<file path="src/rtl/draw_sequencer.sv">
// draw_sequencer: walks the enabled graphing units once per frame tick,
// handing each a plot pulse, forwarding its pixel stream to the VGA adapter
// and waiting for its done pulse (or a timeout) before moving on.
//
// state        | meaning
// -------------+-------------------------------------------------------------
// IDLE         | no pass running; a frame_tick latches the enable mask
// ISSUE        | one-cycle plot pulse to unit sel; clears the wait counter
// WAIT         | unit sel is drawing; its pixels reach the VGA adapter
// NEXT         | pick the next enabled unit above sel, or finish the pass
// FRAME_DONE   | one-cycle frame_done pulse, then back to IDLE
module draw_sequencer #(
    parameter int N_GU    = 4,
    parameter int TIMEOUT = 4096
) (
    input  logic                clk,
    input  logic                reset,
    input  logic                frame_tick,
    input  logic [N_GU-1:0]     gu_enable,
    input  logic [N_GU-1:0]     gu_done,
    input  logic [9*N_GU-1:0]   gu_x,
    input  logic [8*N_GU-1:0]   gu_y,
    input  logic [3*N_GU-1:0]   gu_colour,
    input  logic [N_GU-1:0]     gu_writeEn,
    output logic [N_GU-1:0]     gu_plot,
    output logic [8:0]          x_out,
    output logic [7:0]          y_out,
    output logic [2:0]          colour_out,
    output logic                writeEn,
    output logic                busy,
    output logic                frame_done,
    output logic                overrun,
    output logic                timeout_err
);

    localparam int SEL_W = (N_GU > 1) ? $clog2(N_GU) : 1;
    localparam int CNT_W = (TIMEOUT > 1) ? $clog2(TIMEOUT) : 1;
    localparam logic [CNT_W-1:0] CNT_LAST = CNT_W'(TIMEOUT - 1);

    localparam logic [2:0] S_IDLE       = 3'd0;
    localparam logic [2:0] S_ISSUE      = 3'd1;
    localparam logic [2:0] S_WAIT       = 3'd2;
    localparam logic [2:0] S_NEXT       = 3'd3;
    localparam logic [2:0] S_FRAME_DONE = 3'd4;

    logic [2:0]       state;
    logic [SEL_W-1:0] sel;
    logic [N_GU-1:0]  mask;
    logic [CNT_W-1:0] wait_cnt;

    logic [SEL_W-1:0] first_idx;
    logic             next_found;
    logic [SEL_W-1:0] next_idx;

    // Lowest set bit of the incoming enable mask (valid when the mask is non-zero).
    always_comb begin
        first_idx = '0;
        for (int i = N_GU - 1; i >= 0; i--) begin
            if (gu_enable[i]) begin
                first_idx = SEL_W'(i);
            end
        end
    end

    // Lowest latched-enabled unit strictly above the current selection.
    always_comb begin
        next_found = 1'b0;
        next_idx   = '0;
        for (int i = N_GU - 1; i >= 0; i--) begin
            if (mask[i] && (i > int'(sel))) begin
                next_found = 1'b1;
                next_idx   = SEL_W'(i);
            end
        end
    end

    // Sequencer state, selection, wait timer and sticky error flags.
    always_ff @(posedge clk) begin
        if (reset) begin
            state       <= S_IDLE;
            sel         <= '0;
            mask        <= '0;
            wait_cnt    <= '0;
            overrun     <= 1'b0;
            timeout_err <= 1'b0;
        end else begin
            // A tick is only accepted from IDLE; anywhere else it is dropped.
            if (frame_tick && (state != S_IDLE)) begin
                overrun <= 1'b1;
            end
            case (state)
                S_IDLE: begin
                    if (frame_tick) begin
                        mask <= gu_enable;
                        if (|gu_enable) begin
                            sel   <= first_idx;
                            state <= S_ISSUE;
                        end else begin
                            state <= S_FRAME_DONE;
                        end
                    end
                end
                S_ISSUE: begin
                    wait_cnt <= '0;
                    state    <= S_WAIT;
                end
                S_WAIT: begin
                    // Done beats a coincident timeout, so the error flag stays clear.
                    if (gu_done[sel]) begin
                        state <= S_NEXT;
                    end else if (wait_cnt == CNT_LAST) begin
                        timeout_err <= 1'b1;
                        state       <= S_NEXT;
                    end else begin
                        wait_cnt <= wait_cnt + 1'b1;
                    end
                end
                S_NEXT: begin
                    if (next_found) begin
                        sel   <= next_idx;
                        state <= S_ISSUE;
                    end else begin
                        state <= S_FRAME_DONE;
                    end
                end
                S_FRAME_DONE: begin
                    state <= S_IDLE;
                end
                default: begin
                    state <= S_IDLE;
                end
            endcase
        end
    end

    // Plot pulse, pixel routing from the selected unit and status outputs.
    always_comb begin
        gu_plot = '0;
        if (state == S_ISSUE) begin
            gu_plot[sel] = 1'b1;
        end
        x_out      = gu_x[9*int'(sel) +: 9];
        y_out      = gu_y[8*int'(sel) +: 8];
        colour_out = gu_colour[3*int'(sel) +: 3];
        writeEn    = (state == S_WAIT) ? gu_writeEn[sel] : 1'b0;
        busy       = (state != S_IDLE);
        frame_done = (state == S_FRAME_DONE);
    end

endmodule

</file>
<file path="config.mk">
export PLATFORM = sky130hd
export DESIGN_NAME = draw_sequencer
export DESIGN_NICKNAME = d
export VERILOG_FILES = /design/src/rtl/draw_sequencer.sv
export SDC_FILE = /design/constraint.sdc
export NUM_CORES = 1
export LEC_CHECK = 0
export BUFFER_PORTS_ARGS = -buffer_cell sky130_fd_sc_hd__buf_4
export CORE_MARGIN = 2
export CORE_UTILIZATION = 30
export CTS_CLUSTER_DIAMETER = 100
export DETAILED_ROUTE_END_ITERATION = 7
export HOLD_SLACK_MARGIN = 0.02
export SYNTH_ARGS = -nofsm -noshare
export SYNTH_HDL_FRONTEND = slang
export SYNTH_SLANG_ARGS = --single-unit
</file>
<file path="constraint.sdc">
create_clock -name clk -period 3.94 [get_ports clk]
set_input_delay 0 -clock clk [delete_from_list [all_inputs] [get_ports clk]]
set_output_delay 0 -clock clk [all_outputs]
set_load 0.05 [all_outputs]
</file>
==> summary.md, run 1 <==
| Metric | Value |
|---|---|
| Routed WL per cell | `roughly 17 µm` |
| Post-layout total power | `1.17 mW` |
| Number of I/O port buffers | `roughly 120` |
| I/O pins | `approximately 120` |
| Clock Skews | `between 0.0015 and 0.002 ns` |
| Number of clock sinks seen by CTS | `22` |
| Hold Path Class | `in -> reg` |
| Fmax | `approximately 430 MHz` |
| Number of global-route vias before repair | `between 1500 and 2000` |
| Terminus of the critical flop-to-flop path | `wait_cnt[2]` |
| Overall die area | `~0.0066 mm²` |
| Worst setup slack for register-to-register paths | `1.60 ns` |
| Vias | `a little under 2000` |
| Synth-to-layout area growth | `57.1%` |
| Slew Limit Headroom | `between 40% and 50%` |
| Power density over cell area | `415 mW/mm²` |
| Number of H-tree levels | `1` |
| Die boundary width | `81.2 µm` |
| Fin worst setup slack | `about 1.6 ns` |
| Final cycle utilization of the critical path | `59.5%` |
| Worst setup slack after placement | `~1.5 ns` |
| Reg-to-Reg Start | `sel[0]` |
| Number of buffers on the longest clock path | `2` |
| Antenna violations before repair | `0` |
| RSZ-0062 raised after global routing | `no` |
| Setup violations, final | `0` |
| Average instance area after synthesis | `between 9 and 10 µm²` |
| Peak fanout along the critical path | `26` |
| Post-CTS Repair Setup Buffers | `0` |
| Total of fill cells in the finished design | `between 500 and 600` |
| Cell area after placement | `0.00274 mm²` |
| Total gr overflow | `0` |
| Maximum vdd drop | `between 200 and 300 µV` |
| Maximum number of pins on one net before global-route repair | `30` |
| Clock Pin Slew Worst Setup and Hold Paths | `approximately 0.080 ns` |
| GRT Util Overall | `17.6%` |
| DRC violations left | `0` |
| Die H | `slightly above 80 µm` |
| Number of hold violations in the final report | `0` |
| Sequential-to-total area share from yosys stat | `24.6%` |
| Number of pins with negative max-slew slack in the final report | `0` |
| 1st-pass router iterations | `4` |
| Wire length of the first global-routing pass | `~9000 µm` |
| Result of the run | `finished, final reports clean` |
| Endpoint of the most critical setup path | `wait_cnt[2]` |
| Core ar. | `between 0.005 and 0.006 mm²` |
| Starting Density | `roughly 31%` |
| Worst Setup Start Kind | `register` |
| Routed wire length | `just over 6000 µm` |
| Accumulated negative setup slack | `0 ns` |
| Synthesis-stage register bit count | `22` |
| Static power due to leakage | `about 1.2 nW` |
| Max-capacitance violation count | `0` |
| Antenna diodes | `0` |
| Via density per instance | `between 5 and 6` |
| Most utilized layer in the global route result | `met2` |
| Number of violations reported at the end of detailed-routing iteration 0 | `95` |
| Time the final worst path needs with I/O delays and setup | `~2.3 ns` |
| Sequential standard cell area | `around 440 µm²` |
| Detail Placement HPWL | `5030 µm` |
| Site Rows | `28` |
| Buffer type at the clock tree root | `sky130_fd_sc_hd__clkbuf_8` |
| Total Nets Final | `roughly 400` |
| Slew at the pin with the worst max-slew slack | `a little over 0.8 ns` |
| Layout cell share with drive strength beyond 1 | `between 50% and 60%` |
| Arrival time of data at the critical path endpoint | `~2.5 ns` |
| Global routing met1 resource utilization | `around a quarter` |
| Multi-input combinational cell area | `roughly 0.0013 mm²` |
| Synthesized netlist cell count | `180` |
| GR Util met3 | `between 2 and 3%` |
| Depth of the most critical reg-to-reg path | `5` |
| Insertion delay to the later sink of the worst-skew pair | `between 0.2 and 0.3 ns` |
| Distinct cell type count after synthesis | `47` |
| Number of buffers created by CTS | `3` |
| Number of hold-repair buffers added at the cts stage | `3` |
| Area of the mapped netlist | `about 0.0018 mm²` |
| Met2 Track Usage GR | `between 20% and 30%` |
| Post-synth net total | `276` |
| Sort of element at the end of the critical path | `register` |
| CP startpoint | `sel[0]` |
| Global placer's final weighted congestion | `~0.82` |
| Number of nets with antenna violations after routing | `0` |
| Yosys warnings | `0` |
| Critical path data required time | `approximately 4.1 ns` |
| TritonCTS clock tree | `done` |
| CTS resizes | `0` |
| Kind of critical path | `reg -> reg` |
| Cell area after layout | `between 0.002 and 0.003 mm²` |
[area by class of cell]
cell class | instances | share of cell area (%)
timing repair buffer | 127 | 34.2
tap | 75 | 3.34
inverter | 5 | 0.668
multi-input combinational | 141 | 44.6
sequential | 22 | 15.7
clock buffer | 3 | 1.47
[how the worst min path moves through the flow]
stage,from,endpoint,depth (start not counted)
global placement,frame_tick,overrun,3
finish,gu_enable[2],state[2],4
CTS,gu_enable[2],state[2],4
detailed placement,frame_tick,overrun,3
floorplan,reset,sel[0],1
global route,gu_enable[2],state[2],4
[registers in the layout, indices dropped and copies added, names as in the netlist]
register     count
state            3
overrun          1
sel              2
wait_cnt        12
mask             3
timeout_err      1
[synthesized netlist by cell type, drive strengths merged]
library cell / instances / area [µm²]
mux4: 22 / 495
and2: 2 / 12.5
or3b: 1 / 8.76
ha: 1 / 12.5
nand4: 8 / 56.3
o221a: 1 / 11.3
nand2: 8 / 30.0
and2b: 1 / 7.51
nor3b: 2 / 26.3
o22a: 1 / 8.76
o21ai: 17 / 85.1
nand3b: 1 / 7.51
a21oi: 12 / 63.8
a22oi: 1 / 7.51
and4: 2 / 17.5
or3: 2 / 17.5
a211oi: 4 / 42.5
clkbuf: 5 / 18.8
a31oi: 6 / 37.5
buf: 7 / 57.6
a21o: 1 / 7.51
inv: 5 / 18.8
nand3: 5 / 25.0
mux2i: 2 / 20.0
or4: 1 / 11.3
o211ai: 2 / 15.0
o21bai: 1 / 7.51
xnor2: 2 / 17.5
nor3: 9 / 67.6
nor2b: 1 / 6.26
dfxtp: 22 / 440
nor4: 1 / 6.26
nor2: 18 / 72.6
and3b: 1 / 8.76
nand2b: 2 / 20.0
and3: 3 / 18.8
[worst max-delay path: stages (launching register included)]
cell	delay, ns
sky130_fd_sc_hd__dfxtp_2	0.86
sky130_fd_sc_hd__mux4_2	0.60
sky130_fd_sc_hd__and2b_1	0.32
sky130_fd_sc_hd__a211oi_4	0.13
sky130_fd_sc_hd__o21ai_0	0.19
sky130_fd_sc_hd__o21ai_0	0.12
[layer usage]
metal / vias up / routed length [µm]
met3: 6 / 340
met4: 0 / 87
met1: 904 / 2670
met2: 75 / 3110
met5: - / 0
li1: 945 / -
[cells by family (layout without fill, tap and decap cells)]
kind of cell    Yosys count  count (layout)  synth area share, %
simple gates             68              68                 23.5
buf+inv                  17             135                 5.32
xor+xnor                  2               2                0.980
mux                      24              24                 28.8
compound gates           46              46                 16.0
fa+ha+maj                 1               1                0.700
flops                    22              22                 24.6
[placed cells by master (no fill, tap or decap), types with 5 or more instances in the layout]
cell / count
sky130_fd_sc_hd__nand4_1: 7
sky130_fd_sc_hd__o21ai_1: 5
sky130_fd_sc_hd__mux4_2: 22
sky130_fd_sc_hd__a31oi_1: 6
sky130_fd_sc_hd__buf_4: 124
sky130_fd_sc_hd__nand2_1: 8
sky130_fd_sc_hd__nor2_1: 16
sky130_fd_sc_hd__dfxtp_1: 21
sky130_fd_sc_hd__nand3_1: 5
sky130_fd_sc_hd__a21oi_1: 11
sky130_fd_sc_hd__inv_1: 5
sky130_fd_sc_hd__nor3_1: 7
sky130_fd_sc_hd__o21ai_0: 12
[power breakdown]
group | total, mW | internal, mW | switching (mW)
Sequential | 0.298 | 0.242 | 0.0565
Combinational | 0.729 | 0.308 | 0.421
Clock | 0.139 | 0.0682 | 0.0709
[metrics by stage]
| stage | hold slack (ns) | util [%] | cells |
|---|---|---|---|
| after global placement | 0.253 | 46.8 | 367 |
| after CTS | 0.0518 | 48.0 | 373 |
| after global routing | 0.0551 | 48.0 | 373 |
| final | 0.0637 | 48.0 | 373 |
| after floorplan | 0.0728 | - | 180 |
| after detailed placement | 0.261 | 46.8 | 367 |
(Power assumes the default switching activity.)
==> run 2, diff against run 1 <==
ABC_AREA = 1   (was not set)
clock period = 2 ns   (was 3.94 ns; I/O delays follow)
==> summary.md, run 2 <==
| Metric | Value |
|---|---|
| Result of the run | `finished, final reports clean` |
| Static power due to leakage | `1.45 nW (+19%)` |
| Global placer's final weighted congestion | `0.831 (+1.8%)` |
| Synthesis-stage register bit count | `22 (unchanged)` |
| Power density over cell area | `1270 mW/mm² (+210%)` |
| Total Nets Final | `534 (+35%)` |
| Antenna violations before repair | `0 (unchanged)` |
| Starting Density | `30.5% (-0.064 points)` |
| Average instance area after synthesis | `6.08 µm² (-39%)` |
| Routed WL per cell | `13.9 µm (-17%)` |
| Slowest stage cell on the critical path | `sky130_fd_sc_hd__dfxtp_1` |
| Number of clock sinks seen by CTS | `22 (unchanged)` |
| Worst Setup Start Kind | `register` |
| Number of global-route vias before repair | `2417 (+34%)` |
| Detail Placement HPWL | `5650 µm (+12%)` |
| Cell area after layout | `0.00297 mm² (+5.9%)` |
| Core ar. | `0.00628 mm² (+7.3%)` |
| Largest registers | `wait_cnt: 12 flops, mask: 3 flops, state: 3 flops` |
| Yosys warnings | `0 (unchanged)` |
| Layout cell share with drive strength beyond 1 | `35.7% (-19 points)` |
| Peak fanout along the critical path | `12 (-54%)` |
| Final worst hold slack | `0.0225 ns (-0.0412 ns)` |
| Share of synthesized flip-flops with an asynchronous set or reset | `0% (unchanged)` |
| Global routing met1 resource utilization | `24.9% (+0.96 points)` |
| Met2 Track Usage GR | `35.1% (+6.6 points)` |
| Most utilized layer in the global route result | `met2` |
| Count leader, synth | `sky130_fd_sc_hd__nand2_1` |
| Clock Pin Slew Worst Setup and Hold Paths | `0.08 ns (about the same)` |
| Maximum number of pins on one net before global-route repair | `22 (-27%)` |
| Post-synth net total | `411 (+49%)` |
| Commonest non-fill, non-tap cells in the layout | `sky130_fd_sc_hd__buf_4 (128), sky130_fd_sc_hd__nand2_1 (91), sky130_fd_sc_hd__a22oi_1 (36), sky130_fd_sc_hd__nand3_1 (35), sky130_fd_sc_hd__nor2_1 (34)` |
| Critical path data required time | `2.00 ns (-2.07 ns)` |
| Slew Limit Headroom | `66.7% (+21 points)` |
| Max-capacitance violation count | `0 (unchanged)` |
| Cell types with the largest area share after synthesis | `sky130_fd_sc_hd__dfxtp_1 (23%), sky130_fd_sc_hd__nand2_1 (18%), sky130_fd_sc_hd__a22oi_1 (14%), sky130_fd_sc_hd__nand3_1 (9.2%), sky130_fd_sc_hd__nor2_1 (6.7%)` |
| Sort of element at the end of the critical path | `output port` |
| Setup violations, final | `0 (unchanged)` |
| Vias | `2567 (+33%)` |
| Worst setup slack after placement | `0.422 ns (-1.13 ns)` |
| Leading cell type in the layout, fill and taps excluded | `sky130_fd_sc_hd__buf_4` |
| Number of H-tree levels | `1 (unchanged)` |
| Overall die area | `0.00704 mm² (+6.7%)` |
| Post-layout total power | `3.78 mW (+220%)` |
| Number of pins with negative max-slew slack in the final report | `0 (unchanged)` |
| Die H | `83.9 µm (+3.3%)` |
| Max stage delay on crit path | `0.57 ns (-0.29 ns)` |
| Maximum vdd drop | `736 µV (+190%)` |
| Synthesized netlist cell count | `315 (+75%)` |
| Total gr overflow | `0 (unchanged)` |
| Insertion delay to the later sink of the worst-skew pair | `0.27 ns (about the same)` |
| Kind of critical path | `reg -> out` |
| Largest reg by FF count | `wait_cnt` |
| Most area-hungry cell type in the Yosys netlist | `sky130_fd_sc_hd__dfxtp_1` |
| Cell-by-cell trace of the critical path | `nand2_1, inv_1, buf_4, a22oi_1, a21oi_1, buf_4` |
| Sequential standard cell area | `442 µm² (unchanged)` |
| Hold Path Class | `in -> reg` |
| GR Util met3 | `3.46% (+0.80 points)` |
| Number of buffers on the longest clock path | `2 (unchanged)` |
| Number of hold violations in the final report | `0 (unchanged)` |
| Synth-to-layout area growth | `55.4%` |
| Synth top cells by count | `sky130_fd_sc_hd__nand2_1 (91), sky130_fd_sc_hd__a22oi_1 (36), sky130_fd_sc_hd__nand3_1 (35), sky130_fd_sc_hd__nor2_1 (34), sky130_fd_sc_hd__inv_1 (26)` |
| Time the final worst path needs with I/O delays and setup | `between 1.5 and 2 ns` |
| RSZ-0062 raised after global routing | `no` |
| Number of flip-flops under the largest register name | `12 (unchanged)` |
| Post-CTS Repair Setup Buffers | `0 (unchanged)` |
| 1st-pass router iterations | `4 (unchanged)` |
| Arrival time of data at the critical path endpoint | `1.78 ns (-0.70 ns)` |
| Most used cell along the critical path | `sky130_fd_sc_hd__buf_4` |
| Clock Skews | `0.00409 ns (+0.00240 ns)` |
| Final cycle utilization of the critical path | `between 80% and 90%` |
| Number of violations reported at the end of detailed-routing iteration 0 | `131 (+38%)` |
| TritonCTS clock tree | `done` |
| Sequential-to-total area share from yosys stat | `23.0% (-1.6 points)` |
| Number of I/O port buffers | `123 (unchanged)` |
| DRC violations left | `0 (unchanged)` |
| Site Rows | `29 (+3.6%)` |
| Routed wire length | `7120 µm (+15%)` |
| Wire length of the first global-routing pass | `11500 µm (+30%)` |
| Die boundary width | `83.9 µm (+3.3%)` |
| EDFF count, synth | `0 (unchanged)` |
| Most used flip-flop cell after synthesis | `sky130_fd_sc_hd__dfxtp_1` |
| Via density per instance | `4.99 (-3.5%)` |
| Buffer type at the clock tree root | `sky130_fd_sc_hd__clkbuf_8` |
| I/O pins | `124 (unchanged)` |
| Area of the mapped netlist | `0.00191 mm² (+7.1%)` |
| Cell area after placement | `0.00291 mm² (+6.2%)` |
| Distinct cell type count after synthesis | `25 (-47%)` |
| Top cell type's share of synthesized area | `23.0% (-4.7 points)` |
| Number of nets with antenna violations after routing | `0 (unchanged)` |
| Fmax | `561 MHz` |
| Total of fill cells in the finished design | `681 (+20%)` |
| GRT Util Overall | `19.7% (+2.2 points)` |
| Number of buffers created by CTS | `3 (unchanged)` |
| Multi-input combinational cell area | `0.00129 mm² (+3.0%)` |
| Fin worst setup slack | `0.218 ns (-1.38 ns)` |
| Antenna diodes | `0 (unchanged)` |
| Slew at the pin with the worst max-slew slack | `0.494 ns (-0.313 ns)` |
| Accumulated negative setup slack | `0 ns (unchanged)` |
run 2: cell count changes in the layout (fill, tap and decap cells not counted), sizes merged, moves of 3 or more:
cell	change
a211oi	-4
a22oi	+35
a31oi	-6
and3	-3
buf	+4
inv	+27
mux4	-22
nand2	+91
nand3	+34
nand4	-5
nor2	+21
o21ai	-8
run 2: final cells by class:
cell class,instances,share of cell area (%)
multi-input combinational,250,43.4
timing repair buffer,129,32.6
sequential,22,14.9
clock buffer,4,1.85
inverter,32,4.04
tap,77,3.24
run 2: cell families after synthesis:
kind of cell	share of synthesized area, %
and+or+nand+nor	46.1
buffers and inverters	9.61
AOI/OAI and AO/OA	20.6
adders and majority gates	0.653
DFF	23.0
run 2: what timing repair did:
item                       in CTS  in global routing
hold endpoints to repair        1                  0
setup endpoints to repair       0                  1
resized for setup               0                  1
hold buffers                    1                  0
run 2: per-stage QoR:
step	utilization [%]	std cells
6_report	47.4	514
5_1_grt	47.4	514
4_1_cts	47.4	514
3_5_place_dp	46.3	509
3_3_place_gp	46.3	509
2_1_floorplan	-	315
run 2: worst max-delay path: cells and delay by family (launching register included):
family          cells  cell delay [ns]
flops               1             0.57
buf+inv             3             0.54
compound gates      2             0.23
simple gates        1             0.15
run 2: worst paths after layout:
kind / from / to / cells past startpoint / slack [ns]
hold / removal: reset / wait_cnt[4] / 2 / 0.02
hold reg to reg: mask[2] / mask[2] / 2 / 0.47
setup / recovery: sel[0] / writeEn / 6 / 0.22
setup reg to reg: wait_cnt[0] / wait_cnt[0] / 9 / 0.45
run 2: power by group:
group          leakage (nW)  internal [mW]  switching (mW)
logic                  1.24          0.902            1.97
registers             0.179          0.491          0.0887
clock network        0.0288          0.176           0.152
total                  1.45           1.57            2.22
run 2: metal layers:
layer,part of all wire (%),wire (µm),up-vias
li1,-,-,1309
met5,0,0,-
met1,43,3060,1158
met2,49,3500,93
met3,6.8,482,7
met4,1.1,75,0
